`config.mk`:
```
export PLATFORM = sky130hd
export DESIGN_NAME = vec_result_collector
export DESIGN_NICKNAME = d
export VERILOG_FILES = /design/src/rtl/vec_result_collector.sv
export SDC_FILE = /design/constraint.sdc
export NUM_CORES = 1
export LEC_CHECK = 0
export BUFFER_PORTS_ARGS = -buffer_cell sky130_fd_sc_hd__buf_2
export CORE_UTILIZATION = 62
export CTS_BUF_LIST = sky130_fd_sc_hd__clkbuf_4
export CTS_CLUSTER_DIAMETER = 40
export CTS_CLUSTER_SIZE = 25
export DETAILED_ROUTE_END_ITERATION = 8
export PLACE_DENSITY = 0.8
export SYNTH_ARGS = -nofsm -noshare
export SYNTH_HDL_FRONTEND = slang
export SYNTH_SLANG_ARGS = --single-unit
```
`constraint.sdc`:
```
create_clock -name clk -period 13.6 [get_ports clk]
set_input_delay 0.68 -clock clk [delete_from_list [all_inputs] [get_ports clk]]
set_output_delay 0.68 -clock clk [all_outputs]
set_load 0.01 [all_outputs]
```
`src/rtl/vec_result_collector.sv`:
```
// Packs PACK consecutive signed PE results into one wide word and queues the
// words in a first-word-fall-through FIFO drained over a valid/ready stream.
module vec_result_collector #(
    parameter int W_Y   = 19,
    parameter int PACK  = 4,
    parameter int DEPTH = 8,
    localparam int CW   = $clog2(DEPTH + 1)
) (
    input  logic                  clk,
    input  logic                  rst,
    input  logic [W_Y-1:0]        y,
    input  logic                  v_valid,
    input  logic                  flush,
    output logic [PACK*W_Y-1:0]   m_data,
    output logic                  m_last,
    output logic                  m_valid,
    input  logic                  m_ready,
    output logic [CW-1:0]         count,
    output logic                  overflow
);

    localparam int IW = (PACK > 1) ? $clog2(PACK) : 1;
    localparam int PW = (DEPTH > 1) ? $clog2(DEPTH) : 1;

    logic [IW-1:0]        idx_q, idx_d;
    logic [PACK*W_Y-1:0]  pack_q, pack_d;
    logic [PACK*W_Y-1:0]  word_d;
    logic                 push;

    logic [PACK*W_Y-1:0]  data_q [DEPTH];
    logic                 last_q [DEPTH];
    logic [PW-1:0]        wr_ptr_q, wr_ptr_d;
    logic [PW-1:0]        rd_ptr_q, rd_ptr_d;
    logic [CW-1:0]        count_q, count_d;
    logic                 ovf_q, ovf_d;
    logic                 empty, full, pop, wr_en;

    // Packer: the same-cycle result always lands before any flush closes the word.
    always_comb begin
        word_d = pack_q;
        if (v_valid) begin
            word_d[int'(idx_q)*W_Y +: W_Y] = y;
        end
        push = (v_valid && (idx_q == IW'(PACK - 1))) ||
               (flush && ((idx_q != '0) || v_valid));
        if (push) begin
            idx_d  = '0;
            pack_d = '0;
        end else begin
            idx_d  = v_valid ? idx_q + 1'b1 : idx_q;
            pack_d = word_d;
        end
    end

    always_comb begin
        empty    = (count_q == '0);
        full     = (count_q == CW'(DEPTH));
        pop      = !empty && m_ready;
        // A full FIFO still accepts a word when the head leaves in the same cycle.
        wr_en    = push && (!full || pop);
        ovf_d    = ovf_q || (push && full && !pop);
        wr_ptr_d = wr_en ? wr_ptr_q + 1'b1 : wr_ptr_q;
        rd_ptr_d = pop ? rd_ptr_q + 1'b1 : rd_ptr_q;
        count_d  = count_q;
        case ({wr_en, pop})
            2'b10:   count_d = count_q + 1'b1;
            2'b01:   count_d = count_q - 1'b1;
            default: count_d = count_q;
        endcase
    end

    always_ff @(posedge clk) begin
        if (rst) begin
            idx_q    <= '0;
            pack_q   <= '0;
            wr_ptr_q <= '0;
            rd_ptr_q <= '0;
            count_q  <= '0;
            ovf_q    <= 1'b0;
        end else begin
            idx_q    <= idx_d;
            pack_q   <= pack_d;
            wr_ptr_q <= wr_ptr_d;
            rd_ptr_q <= rd_ptr_d;
            count_q  <= count_d;
            ovf_q    <= ovf_d;
        end
    end

    always_ff @(posedge clk) begin
        if (wr_en && !rst) begin
            data_q[wr_ptr_q] <= word_d;
            last_q[wr_ptr_q] <= flush;
        end
    end

    assign m_valid  = !empty;
    assign m_data   = empty ? '0 : data_q[rd_ptr_q];
    assign m_last   = empty ? 1'b0 : last_q[rd_ptr_q];
    assign count    = count_q;
    assign overflow = ovf_q;

endmodule

```
==> results.cfg <==
[setup_path]
rr_startpoint = idx_q[0]
r2r-end = data_q[5][26]
rrSetupSlack_ps = 9600
required_ps = 12920
criticalPathCategory = reg2out
crit_arrival_ps = 3770
cp_max_fo = 118
startpoint_type = register
r2r.worst_path.cells = 7
critPathCaptureType = output port

[synthesis]
ys_types = 50
synth_xor_area_share_pct = 0.161
syn_area_per_cell_um2 = 20.3
synth-main-ff-cell = edfxtp_1
synth_top_family_by_area = multiplexers
synth_seq_cells = 708
postSynth.asyncResetShare_pct = 0
synthTopCellsByCount = edfxtp_1, mux4_2, nor2_1
synth_cells = 1336
synthTopCellsByArea = edfxtp_1, mux4_2, dfxtp_1, mux2i_1, a22o_1
yosysSeqAreaShare_pct = 75.0
synth_top_area_cell = edfxtp_1
synth_area_um2 = 27100
synth-edff-count = 616
yosysWarnings = 0
yosys-mux-area-fraction_pct = 15.8
synth-simple-area-share_pct = 4.11
syn_nets = 1367
synth-compound-area-share_pct = 3.24
synth_top_cell_area_share_pct = 68.2
synthAdderAreaFrac_pct = 0.323
yosys.cell_count.top_type = edfxtp_1

[grt]
grt_pass1_wl_um = 84200
grt_pass1_vias = 13700
antenna_found_initial = 1
grt_overflow_total = 0
grt_max_degree = 119
grt_use_total_pct = 26.1

[detailed_routing]
post-route-drc-count = 0
wl_per_cell_um = 26.7
initialDrtViolationCount = 1378
drtPass1Iterations = 5
routed_wl_um = 56200
ant_nets = 0
vias = 13400
vias_per_cell = 6.36

[power_and_ir_drop]
ir_worst_vdd_mv = 0.270
power.total_uw = 4420
p_per_area_nw_per_um2 = 150
netSwitchingFraction_pct = 27.8
p_switching_uw = 1230
p_leak_uw = 0.00883
clkPwrFrac_pct = 29.1
seqPwrFrac_pct = 54.8
pwr-share-comb_pct = 16.2
p_int_uw = 3190

[status]
outcome = finished clean

[floorplanning]
start_util_pct = 63.0
ios = 107
fp.dieH_um = 211
coreArea_um2 = 43100
die-area_um2 = 44600
rows = 76
dieWidth_um = 211

[finish]
nets = 1494
area_delta_synth_final_pct = 8.90
fillCellCount = 2644
drive_above_1_share_pct = 28.9

[hold_path]
holdPathEnd = last_q[1]
hp-start = flush
hold_depth = 1
hold_class = in2reg

[sta]
setup_tns_ps = 0
finalSetupViolCount = 0
slew_headroom_pct = 21.5
finalHoldViolCount = 0
fmax_mhz = 225
clock_skew_ps = 90.5
rsz0062_at_grt = false
finalCritPeriodShare_pct = 32.7
finalMaxSlewViolations = 0
min_period_ps = 4450
tightestPinTransition_ps = 1180

[clock_tree]
insertion_delay_ps = 850
cts_root_buf = clkbuf_4
cts_sinks = 708
h-tree-depth = 3
cts_buffer_depth = 3
cts_tree = built
numCtsBuffers = 72
ctsHoldBuffers = 0
cts_setup_buffers = 0
cts-resized-gates = 0
path_clk_slew_ps = 160

[run]
drv_cap = 0

[place]
dp_hpwl_um = 29900
io_buffers = 106
gp_congestion = 0.758
[worst max path at each step]
stage | startpoint | to | slack, ps | cells after the start
after floorplan | idx_q[0] | data_q[4][0] | 4150 | 7
after global placement | idx_q[0] | data_q[5][66] | 9760 | 7
after detailed placement | idx_q[0] | data_q[5][66] | 9670 | 7
after CTS | register | m_data[60] | 9050 | 5
after global routing | register | m_data[60] | 8850 | 5
final | register | m_data[60] | 9150 | 5
[metal layers]
metal / part of all wire [%] / track usage [%]
met5: 0 / 0
met4: 2.7 / 9.37
met3: 8.2 / 3.93
met2: 49 / 41.6
met1: 40 / 37.5
[final cells by class]
cell class	count	area (µm²)	area share, %
Clock buffer	80	601	2.03
Timing Repair Buffer	128	708	2.40
Multi-Input combinational cell	549	6470	21.9
Tap cell	585	732	2.48
Clock inverter	54	669	2.27
Antenna cell	1	2.50	0.00847
Sequential cell	708	20400	68.9
Inverter	4	15.0	0.0508
[cells in the final DEF (no fill, tap or decap), types with 4 or more instances in the layout]
master	instances
a22o_4	10
buf_4	21
clkinv_4	4
nor2b_1	71
a22o_1	66
nand2_1	10
clkinv_1	8
inv_8	4
nor2_1	91
clkinv_2	5
and2b_1	11
mux2i_1	79
dfxtp_1	89
edfxtp_1	616
ha_1	7
buf_2	106
clkbuf_4	80
mux4_2	154
bufinv_16	11
inv_6	8
inv_2	5
clkinvlp_4	5
[critical path, stage by stage (launching register included)]
cell and delay [ps]:
dfxtp_4 870, buf_12 740, mux4_2 600, mux2i_1 340, nor2_1 60, buf_2 180
[registers in the layout, indices dropped and copies added (netlist names), named ones only]
| register | count |
|---|---|
| count | 4 |
| data_q | 608 |
| idx_q | 2 |
| last_q | 8 |
| overflow | 1 |
| pack_q | 76 |
| rd_ptr_q | 3 |
| wr_ptr_q | 3 |
[through the flow]
step | hold slack [ps] | utilization, % | worst slack [ps] | cells | cell area, µm²
6_report | 150 | 68.6 | 9150 | 2109 | 29500
5_1_grt | 137 | 68.6 | 8850 | 2109 | 29500
4_1_cts | 89.7 | 68.6 | 9050 | 2108 | 29500
3_5_place_dp | 468 | 65.6 | 9670 | 1974 | 28300
3_3_place_gp | 466 | 65.6 | 9760 | 1974 | 28300
2_1_floorplan | 454 | - | 4150 | 1336 | 27100
[power by group through the flow]
stage / clock network (µW) / registers [µW] / logic [µW]
after global placement: 0 / 2470 / 711
after floorplan: 0 / 2440 / 493
after CTS: 1300 / 2420 / 723
after global routing: 1380 / 2430 / 769
final: 1280 / 2420 / 716
after detailed placement: 0 / 2470 / 721
[logic make-up after synthesis]
kind of cell             count (synthesis)
multiplexers                           235
AO/OA/AOI/OAI                           91
AND/OR/NAND/NOR                        211
buffers and inverters                   79
flip-flops                             708
adder cells (fa/ha/maj)                  7
XOR/XNOR                                 5
Note: power is estimated with default switching activity, not from simulation.
